<file path="src/rtl/bitonic_pkg.sv">
// Shared types and constants for the sequential 8-element bitonic sorter:
// FSM states, batch size, compare count and the fixed compare-swap schedule.
package bitonic_pkg;

   localparam int NUM_ELEM = 8;
   localparam int NUM_CMP  = 24;

   typedef enum logic [1:0] {
      LOAD  = 2'd0,
      SORT  = 2'd1,
      DRAIN = 2'd2
   } state_t;

   // dir = 1: slot i takes the max, slot l the min
   typedef struct packed {
      logic [2:0] i;
      logic [2:0] l;
      logic       dir;
   } cas_op_t;

   localparam cas_op_t SCHED [NUM_CMP] = '{
      {3'd0, 3'd1, 1'b1}, {3'd2, 3'd3, 1'b0}, {3'd4, 3'd5, 1'b1}, {3'd6, 3'd7, 1'b0},
      {3'd0, 3'd2, 1'b1}, {3'd1, 3'd3, 1'b1}, {3'd4, 3'd6, 1'b0}, {3'd5, 3'd7, 1'b0},
      {3'd0, 3'd1, 1'b1}, {3'd2, 3'd3, 1'b1}, {3'd4, 3'd5, 1'b0}, {3'd6, 3'd7, 1'b0},
      {3'd0, 3'd4, 1'b1}, {3'd1, 3'd5, 1'b1}, {3'd2, 3'd6, 1'b1}, {3'd3, 3'd7, 1'b1},
      {3'd0, 3'd2, 1'b1}, {3'd1, 3'd3, 1'b1}, {3'd4, 3'd6, 1'b1}, {3'd5, 3'd7, 1'b1},
      {3'd0, 3'd1, 1'b1}, {3'd2, 3'd3, 1'b1}, {3'd4, 3'd5, 1'b1}, {3'd6, 3'd7, 1'b1}
   };

endpackage

</file>
<file path="src/rtl/bitonic_seq_sorter_if.sv">
// Load/drain handshake bundle of the bitonic sorter; the sorter is the slave,
// the producer/consumer side is the master.
interface bitonic_seq_sorter_if #(
   parameter int DW = 8
);
   logic          in_valid;
   logic [DW-1:0] in_data;
   logic          in_ready;
   logic          out_valid;
   logic [DW-1:0] out_data;
   logic          out_ready;

   modport master (
      output in_valid, in_data, out_ready,
      input  in_ready, out_valid, out_data
   );

   modport slave (
      input  in_valid, in_data, out_ready,
      output in_ready, out_valid, out_data
   );
endinterface

</file>
<file path="src/rtl/bitonic_cas.sv">
// Single combinational compare-swap; hi_slot is written back to the lower
// slot index i, lo_slot to the higher index l. Equal values never swap.
module bitonic_cas #(
   parameter int DW = 8
) (
   input  logic [DW-1:0] a,
   input  logic [DW-1:0] b,
   input  logic          dir,
   output logic [DW-1:0] hi_slot,
   output logic [DW-1:0] lo_slot
);
   logic swap_s;

   assign swap_s  = dir ? (b > a) : (a > b);
   assign hi_slot = swap_s ? b : a;
   assign lo_slot = swap_s ? a : b;
endmodule

</file>
<file path="src/rtl/bitonic_seq_sorter.sv">
// Sequential 8-element bitonic sorter: loads a batch, runs 24 single
// compare-swap cycles through one shared bitonic_cas, then drains largest first.
module bitonic_seq_sorter
   import bitonic_pkg::*;
#(
   parameter int DW = 8,
   parameter int N  = NUM_ELEM
) (
   input  logic                 clk,
   input  logic                 reset,
   bitonic_seq_sorter_if.slave  bus,
   output logic                 busy
);
   state_t        state_r;
   logic [2:0]    load_cnt_r;
   logic [4:0]    pair_cnt_r;
   logic [2:0]    drain_idx_r;
   logic [DW-1:0] slot_r [N];
   logic          in_ready_r;
   logic          out_valid_r;
   logic          busy_r;
   logic [DW-1:0] out_data_r;

   cas_op_t       op_s;
   logic [DW-1:0] cas_a_s;
   logic [DW-1:0] cas_b_s;
   logic [DW-1:0] cas_hi_s;
   logic [DW-1:0] cas_lo_s;

   assign op_s    = SCHED[pair_cnt_r];
   assign cas_a_s = slot_r[op_s.i];
   assign cas_b_s = slot_r[op_s.l];

   bitonic_cas #(.DW(DW)) u_cas (
      .a       (cas_a_s),
      .b       (cas_b_s),
      .dir     (op_s.dir),
      .hi_slot (cas_hi_s),
      .lo_slot (cas_lo_s)
   );

   // FSM, element slots, counters and registered outputs
   always_ff @(posedge clk or posedge reset) begin
      if (reset) begin
         state_r     <= LOAD;
         load_cnt_r  <= 3'd0;
         pair_cnt_r  <= 5'd0;
         drain_idx_r <= 3'd0;
         in_ready_r  <= 1'b1;
         out_valid_r <= 1'b0;
         busy_r      <= 1'b0;
         out_data_r  <= '0;
         for (int s = 0; s < N; s++) begin
            slot_r[s] <= '0;
         end
      end else begin
         case (state_r)
            LOAD: begin
               if (bus.in_valid) begin
                  slot_r[load_cnt_r] <= bus.in_data;
                  if (load_cnt_r == 3'(N - 1)) begin
                     state_r    <= SORT;
                     load_cnt_r <= 3'd0;
                     pair_cnt_r <= 5'd0;
                     in_ready_r <= 1'b0;
                     busy_r     <= 1'b1;
                  end else begin
                     load_cnt_r <= load_cnt_r + 3'd1;
                  end
               end
            end
            SORT: begin
               slot_r[op_s.i] <= cas_hi_s;
               slot_r[op_s.l] <= cas_lo_s;
               if (pair_cnt_r == 5'(NUM_CMP - 1)) begin
                  state_r     <= DRAIN;
                  pair_cnt_r  <= 5'd0;
                  drain_idx_r <= 3'd0;
                  busy_r      <= 1'b0;
                  out_valid_r <= 1'b1;
                  // slot 0 may be written by this very compare
                  out_data_r  <= (op_s.i == 3'd0) ? cas_hi_s : slot_r[0];
               end else begin
                  pair_cnt_r <= pair_cnt_r + 5'd1;
               end
            end
            DRAIN: begin
               if (bus.out_ready) begin
                  if (drain_idx_r == 3'(N - 1)) begin
                     state_r     <= LOAD;
                     drain_idx_r <= 3'd0;
                     load_cnt_r  <= 3'd0;
                     out_valid_r <= 1'b0;
                     out_data_r  <= '0;
                     in_ready_r  <= 1'b1;
                  end else begin
                     drain_idx_r <= drain_idx_r + 3'd1;
                     out_data_r  <= slot_r[drain_idx_r + 3'd1];
                  end
               end
            end
            default: begin
               state_r     <= LOAD;
               load_cnt_r  <= 3'd0;
               pair_cnt_r  <= 5'd0;
               drain_idx_r <= 3'd0;
               in_ready_r  <= 1'b1;
               out_valid_r <= 1'b0;
               busy_r      <= 1'b0;
               out_data_r  <= '0;
            end
         endcase
      end
   end

   assign bus.in_ready  = in_ready_r;
   assign bus.out_valid = out_valid_r;
   assign bus.out_data  = out_data_r;
   assign busy          = busy_r;
endmodule

</file>
<file path="src/flat_wrapper.sv">
// flat-port wrapper written by rule: the top's interface ports become plain ports
module bitonic_seq_sorter_flat import bitonic_pkg::*;
#(
   parameter int DW = 8,
   parameter int N  = NUM_ELEM
)
  (clk, reset, busy, bus_in_valid, bus_in_data, bus_out_ready, bus_in_ready, bus_out_valid, bus_out_data);
  bitonic_seq_sorter_if #(.DW(DW)) bus_i ();
  input  logic clk;
  input  logic reset;
  output logic busy;
  input wire logic [$bits(bus_i.in_valid)-1:0] bus_in_valid;
  input wire logic [$bits(bus_i.in_data)-1:0] bus_in_data;
  input wire logic [$bits(bus_i.out_ready)-1:0] bus_out_ready;
  output wire logic [$bits(bus_i.in_ready)-1:0] bus_in_ready;
  output wire logic [$bits(bus_i.out_valid)-1:0] bus_out_valid;
  output wire logic [$bits(bus_i.out_data)-1:0] bus_out_data;
  assign bus_i.in_valid = bus_in_valid;
  assign bus_i.in_data = bus_in_data;
  assign bus_i.out_ready = bus_out_ready;
  assign bus_in_ready = bus_i.in_ready;
  assign bus_out_valid = bus_i.out_valid;
  assign bus_out_data = bus_i.out_data;
  bitonic_seq_sorter #(.DW(DW), .N(N)) u_core (.clk(clk), .reset(reset), .bus(bus_i), .busy(busy));
endmodule
</file>
<file path="config.mk">
export PLATFORM = sky130hd
export DESIGN_NAME = bitonic_seq_sorter_flat
export DESIGN_NICKNAME = d
export VERILOG_FILES = /design/src/rtl/bitonic_pkg.sv /design/src/rtl/bitonic_seq_sorter_if.sv /design/src/rtl/bitonic_cas.sv /design/src/rtl/bitonic_seq_sorter.sv /design/src/flat_wrapper.sv
export SDC_FILE = /design/constraint.sdc
export NUM_CORES = 1
export LEC_CHECK = 0
export CORE_UTILIZATION = 45
export CTS_CLUSTER_SIZE = 20
export DETAILED_ROUTE_END_ITERATION = 7
export GPL_ROUTABILITY_DRIVEN = 1
export PLACE_DENSITY = 0.61
export RECOVER_POWER = 25
export SLEW_MARGIN = 20
export SYNTH_ARGS = -nofsm -noshare
export SYNTH_HDL_FRONTEND = slang
export SYNTH_SLANG_ARGS = --single-unit
</file>
<file path="constraint.sdc">
create_clock -name clk -period 5.9 [get_ports clk]
set_input_delay 1.18 -clock clk [delete_from_list [all_inputs] [get_ports clk]]
set_output_delay 1.18 -clock clk [all_outputs]
set_load 0.01 [all_outputs]
</file>
==> flow_summary.html <==
<table>
<tr><th>Metric</th><th>Value</th></tr>
<tr><th colspan="2">Final layout</th></tr>
<tr><td>Storage cell area</td><td>2203 um^2</td></tr>
<tr><td>Layout cells sized above 1</td><td>0.1133</td></tr>
<tr><td>Total Nets Final</td><td>942</td></tr>
<tr><td>Filler cell count</td><td>1,537</td></tr>
<tr><td>Final core area utilization</td><td>0.5045</td></tr>
<tr><td>Area of combinational cells with multiple inputs</td><td>4677 um^2</td></tr>
<tr><td>Summed area of non-filler cells in the final layout</td><td>8043 um^2</td></tr>
<tr><td>Final instance count without filler cells</td><td>1,135</td></tr>
<tr><td>Layout overhead on the synthesized area</td><td>9.301%</td></tr>
<tr><th colspan="2">Detailed routing</th></tr>
<tr><td>Met1 wire length</td><td>13.53 mm</td></tr>
<tr><td>Number of remaining DRC errors</td><td>0</td></tr>
<tr><td>Number of design-rule violations left by the first detailed-router iteration</td><td>1,239</td></tr>
<tr><td>Post-detailed-route count of antenna-violating nets</td><td>0</td></tr>
<tr><td>Wire length per cell</td><td>28.80 um</td></tr>
<tr><td>Highest routing layer actually used</td><td>met4</td></tr>
<tr><td>Detail Route met3 WL</td><td>4.038 mm</td></tr>
<tr><td>First-pass iteration count of the detailed router</td><td>6</td></tr>
<tr><td>Final wirelength</td><td>32.69 mm</td></tr>
<tr><td>Count of vias placed by the detailed router</td><td>8,098</td></tr>
<tr><td>Post-detailed-route via-to-cell ratio</td><td>7.135</td></tr>
<tr><td>Met2 wire length</td><td>13.86 mm</td></tr>
<tr><th colspan="2">Clock tree</th></tr>
<tr><td>Clk pin slew, worst setup/hold paths</td><td>70 ps</td></tr>
<tr><td>H-Tree Level Count</td><td>3</td></tr>
<tr><td>Worst-Skew Late Latency</td><td>360 ps</td></tr>
<tr><td>Post-CTS setup buffers</td><td>0</td></tr>
<tr><td>Clock Sink Count</td><td>88</td></tr>
<tr><td>Clock tree from TritonCTS</td><td>done</td></tr>
<tr><td>Bufs on Longest Clock Path</td><td>2</td></tr>
<tr><td>CTS root buf</td><td>sky130_fd_sc_hd__clkbuf_16</td></tr>
<tr><td>Number of gates resized after cts</td><td>0</td></tr>
<tr><td>Number of buffers inserted during clock tree synthesis</td><td>9</td></tr>
<tr><td>CTS Hold Buffers Added</td><td>0</td></tr>
<tr><th colspan="2">Worst setup path</th></tr>
<tr><td>Arrival time at the worst endpoint</td><td>5550 ps</td></tr>
<tr><td>Critical path buffers and inverters</td><td>3</td></tr>
<tr><td>Kind of start point of the critical path</td><td>flip-flop</td></tr>
<tr><td>Reg2reg start</td><td>u_core.pair_cnt_r[1]$_DFFE_PP0P_</td></tr>
<tr><td>Critical path type</td><td>flip-flop to flip-flop</td></tr>
<tr><td>Kind of cell with the highest combined delay on the critical path</td><td>compound AO/OA/AOI/OAI gates</td></tr>
<tr><td>Max Fanout on Critical Path</td><td>16</td></tr>
<tr><td>Highest-delay cell along the critical path</td><td>sky130_fd_sc_hd__dfrtp_1</td></tr>
<tr><td>Maximum cell stage delay along the critical path</td><td>660 ps</td></tr>
<tr><td>Worst setup startpoint</td><td>u_core.pair_cnt_r[1]$_DFFE_PP0P_</td></tr>
<tr><td>Endpoint kind of the worst setup timing path</td><td>flip-flop</td></tr>
<tr><td>Number of cells traversed by the worst register-to-register path</td><td>15</td></tr>
<tr><td>Register-to-register setup slack</td><td>540 ps</td></tr>
<tr><td>Reg-to-Reg End</td><td>u_core.slot_r[14]$_DFFE_PP0P_</td></tr>
<tr><td>WP data required</td><td>6090 ps</td></tr>
<tr><td>Cell chain of the critical path</td><td>buf_4 -&gt; nor3b_1 -&gt; nor2_1 -&gt; o32ai_1 -&gt; or3_1 -&gt; inv_1 -&gt; ha_1 -&gt; and3_1 -&gt; o21ai_0 -&gt; a31oi_1 -&gt; or3_1 -&gt; nand2_2 -&gt; buf_4 -&gt; a2111oi_0 -&gt; a31oi_1</td></tr>
<tr><th colspan="2">Floorplan</th></tr>
<tr><td>Boundary Pins</td><td>23</td></tr>
<tr><td>Starting density of the core</td><td>0.4615</td></tr>
<tr><td>Die Footprint</td><td>16,870 um^2</td></tr>
<tr><td>Height of the chip</td><td>129.9 um</td></tr>
<tr><td>Core Box Area</td><td>15,940 um^2</td></tr>
<tr><td>Die width</td><td>129.9 um</td></tr>
<tr><td>Number of standard-cell rows in the floorplan</td><td>46</td></tr>
<tr><th colspan="2">Yosys</th></tr>
<tr><td>Mapped Area</td><td>7358 um^2</td></tr>
<tr><td>EDFF count, synth</td><td>0</td></tr>
<tr><td>Cell variety after synth</td><td>72</td></tr>
<tr><td>#FFs+latches synth</td><td>88</td></tr>
<tr><td>Sequential area share after synthesis</td><td>0.2994</td></tr>
<tr><td>Number of instances in the synthesized netlist</td><td>926</td></tr>
<tr><td>Fraction of synthesis flops using an asynchronous set or reset pin</td><td>1.000</td></tr>
<tr><td>Most frequently used flop master after synthesis</td><td>sky130_fd_sc_hd__dfrtp_1</td></tr>
<tr><td>Post-synthesis net count</td><td>954</td></tr>
<tr><td>Ys Warns</td><td>0</td></tr>
<tr><td>Average instance area after synthesis</td><td>7.946 um^2</td></tr>
<tr><th colspan="2">Placed design</th></tr>
<tr><td>Total cell area at the placement stage</td><td>7764 um^2</td></tr>
<tr><td>Number of port buffers</td><td>22</td></tr>
<tr><td>Weighted congestion reported at the end of routability-driven placement</td><td>1.100</td></tr>
<tr><td>Post-DP HPWL</td><td>23.80 mm</td></tr>
<tr><td>Placed Cells incl. Taps</td><td>1,119</td></tr>
<tr><th colspan="2">Worst hold path</th></tr>
<tr><td>Cells on Worst Hold Path</td><td>2</td></tr>
<tr><td>Sink of the worst hold path</td><td>u_core.bus.in_ready$_DFFE_PP1P_</td></tr>
<tr><td>Class of the most critical hold timing path</td><td>flip-flop to flip-flop</td></tr>
<tr><td>Startpoint of the most critical hold path</td><td>u_core.bus.in_ready$_DFFE_PP1P_</td></tr>
<tr><th colspan="2">Global route</th></tr>
<tr><td>Antenna violations before repair</td><td>0</td></tr>
<tr><td>Largest net degree at the start of global routing</td><td>56</td></tr>
<tr><td>Total GRT Usage</td><td>0.3984</td></tr>
<tr><td>Global-route wire length before repair</td><td>48.38 mm</td></tr>
<tr><td>Overall overflow remaining after global route</td><td>0</td></tr>
<tr><td>Vias in the first global route</td><td>7,413</td></tr>
<tr><th colspan="2">STA</th></tr>
<tr><td>Post-layout min period</td><td>5357 ps</td></tr>
<tr><td>Final clock period utilization by the worst path</td><td>0.9079</td></tr>
<tr><td>RSZ-0062 raised after global routing</td><td>false</td></tr>
<tr><td>Rel. slew slack</td><td>-0.7799</td></tr>
<tr><td>Fin Clk Skew</td><td>13.89 ps</td></tr>
<tr><td>Count of pins over their slew limit</td><td>56</td></tr>
<tr><td>Fin. Hold Viols</td><td>0</td></tr>
<tr><td>Slew at the pin with the worst max-slew slack</td><td>2655 ps</td></tr>
<tr><td>Setup_tns</td><td>0 ps</td></tr>
<tr><td>Final setup vio count</td><td>0</td></tr>
<tr><td>Fmax achieved</td><td>186.7 MHz</td></tr>
<tr><th colspan="2">Job</th></tr>
<tr><td>Max-cap viol count</td><td>1</td></tr>
<tr><th colspan="2">Power and ir drop</th></tr>
<tr><td>Leakage Power</td><td>3.171 nW</td></tr>
<tr><td>Power density over the cells</td><td>527.8 nW/um^2</td></tr>
<tr><td>Maximum vdd ir drop</td><td>297.0 uV</td></tr>
<tr><td>Overall power of the completed layout</td><td>4.245 mW</td></tr>
<tr><th colspan="2">Run status</th></tr>
<tr><td>Violations in the final reports</td><td>capacitance limit, slew limit</td></tr>
<tr><td>Outcome</td><td>complete, but fails checks</td></tr>
</table>
-- flip-flops by register name, summed over array words and instances (netlist names) --
register              cells
u_core.state_r            2
u_core.load_cnt_r         3
u_core.pair_cnt_r         5
u_core.bus.out_valid      1
u_core.busy               1
u_core.drain_idx_r        3
u_core.bus.out_data       8
u_core.bus.in_ready       1
u_core.slot_r            64
-- worst max path at each step --
stage / slack [ps] / to / depth (start not counted)
after global routing: 370 / u_core.slot_r[14]$_DFFE_PP0P_ / 13
after detailed placement: 770 / u_core.slot_r[14]$_DFFE_PP0P_ / 15
after floorplan: 1960 / u_core.slot_r[48]$_DFFE_PP0P_ / 16
after global placement: 960 / u_core.slot_r[14]$_DFFE_PP0P_ / 13
after CTS: 740 / u_core.slot_r[14]$_DFFE_PP0P_ / 13
final: 540 / u_core.slot_r[14]$_DFFE_PP0P_ / 15
-- report_power, final --
part	internal, mW	total (mW)	switching, mW
clock	0.296	0.568	0.271
sequential	0.829	1.17	0.340
combinational	0.975	2.51	1.53
total	2.10	4.24	2.14
-- synth_stat cells, drive strengths merged, types with 2 or more instances --
master,count,area [um^2]
o211ai,2,15.01
inv,27,101.4
a221oi,3,61.31
a21oi,65,329.1
xnor2,3,26.28
o221ai,28,251.5
a31oi,56,350.3
o2111ai,3,26.28
a32o,2,20.02
o32ai,13,113.9
a41oi,2,17.52
clkbuf,49,185.2
buf,35,214.0
dfrtp,87,2177
mux4,16,360.4
nor3,48,245.2
o31ai,3,22.52
mux2,4,45.04
ha,16,200.2
nor3b,5,42.54
nand4,2,12.51
and3b,4,35.03
a21o,4,30.03
a2bb2oi,6,52.55
a211oi,3,22.52
nor2b,12,75.07
o22ai,55,344.1
nor2,116,442.9
a22oi,3,22.52
a2111oi,2,23.77
nand2b,3,18.77
or3,17,106.4
or4,4,37.53
nor4,4,25.02
mux2i,35,350.3
nand3,25,125.1
nand3b,4,33.78
or2,5,31.28
and3,4,25.02
o221a,2,22.52
nand2,77,291.5
o21ai,56,280.3
and2,5,31.28
-- worst register-to-register path, stage by stage (launching register included) --
cell and delay [ps]:
sky130_fd_sc_hd__dfrtp_1 660, sky130_fd_sc_hd__buf_4 320, sky130_fd_sc_hd__nor3b_1 430, sky130_fd_sc_hd__nor2_1 290
sky130_fd_sc_hd__o32ai_1 640, sky130_fd_sc_hd__or3_1 410, sky130_fd_sc_hd__inv_1 90, sky130_fd_sc_hd__ha_1 280
sky130_fd_sc_hd__and3_1 180, sky130_fd_sc_hd__o21ai_0 130, sky130_fd_sc_hd__a31oi_1 320, sky130_fd_sc_hd__or3_1 230
sky130_fd_sc_hd__nand2_2 160, sky130_fd_sc_hd__buf_4 250, sky130_fd_sc_hd__a2111oi_0 630, sky130_fd_sc_hd__a31oi_1 160
-- per-layer routing --
metal  global-route usage  vias up
met3              0.08077       98
li1                     -     3474
met4               0.1717        0
met1               0.5731     3919
met5                    0        -
met2               0.5766      607
-- stage by stage --
step	hold slack [ps]	setup slack, ps
finish	500.5	543.1
global route	518.7	369.2
CTS	502.0	739.2
detailed placement	486.8	768.0
global placement	456.3	957.6
floorplan	445.3	1962
-- area by class of cell --
cell class / count / area share
Antenna cell: 1 / 0.0003111
Inverter: 27 / 0.01276
Sequential cell: 88 / 0.2740
Multi-Input combinational cell: 727 / 0.5815
Tap cell: 216 / 0.03360
Clock buffer: 11 / 0.03018
Clock inverter: 4 / 0.003889
Timing Repair Buffer: 61 / 0.06378
-- cells in the final DEF (no fill, tap or decap), types with 5 or more instances in the layout --
master                            netlist  layout
sky130_fd_sc_hd__nor2_1               113     112
sky130_fd_sc_hd__dfrtp_1               87      87
sky130_fd_sc_hd__nand2_1               76      76
sky130_fd_sc_hd__a21oi_1               64      63
sky130_fd_sc_hd__a31oi_1               56      56
sky130_fd_sc_hd__o22ai_1               55      55
sky130_fd_sc_hd__o21ai_0               50      50
sky130_fd_sc_hd__nor3_1                47      46
sky130_fd_sc_hd__buf_4                  5      39
sky130_fd_sc_hd__mux2i_1               35      35
sky130_fd_sc_hd__o221ai_1              27      27
sky130_fd_sc_hd__nand3_1               25      25
sky130_fd_sc_hd__inv_1                 24      23
sky130_fd_sc_hd__clkdlybuf4s50_1        0      21
sky130_fd_sc_hd__or3_1                 17      17
sky130_fd_sc_hd__mux4_2                16      16
sky130_fd_sc_hd__ha_1                  16      15
sky130_fd_sc_hd__o32ai_1               13      13
sky130_fd_sc_hd__nor2b_1               12      12
sky130_fd_sc_hd__clkbuf_16              0       9
sky130_fd_sc_hd__a2bb2oi_1              6       6
sky130_fd_sc_hd__o21ai_1                6       5
sky130_fd_sc_hd__and2_1                 5       5
-- cells by family (layout without fill, tap and decap cells) --
| kind of cell | Yosys count | after routing | synth area share |
|---|---|---|---|
| multiplexers | 55 | 55 | 0.1027 |
| flip-flops | 88 | 88 | 0.2994 |
| XOR/XNOR | 4 | 4 | 0.004762 |
| AO/OA/AOI/OAI | 315 | 315 | 0.2809 |
| other | 0 | 1 | 0 |
| adder cells (fa/ha/maj) | 16 | 16 | 0.02721 |
| buffers and inverters | 111 | 103 | 0.06801 |
| AND/OR/NAND/NOR | 337 | 337 | 0.2170 |
Power figures use the tool's default switching activity.
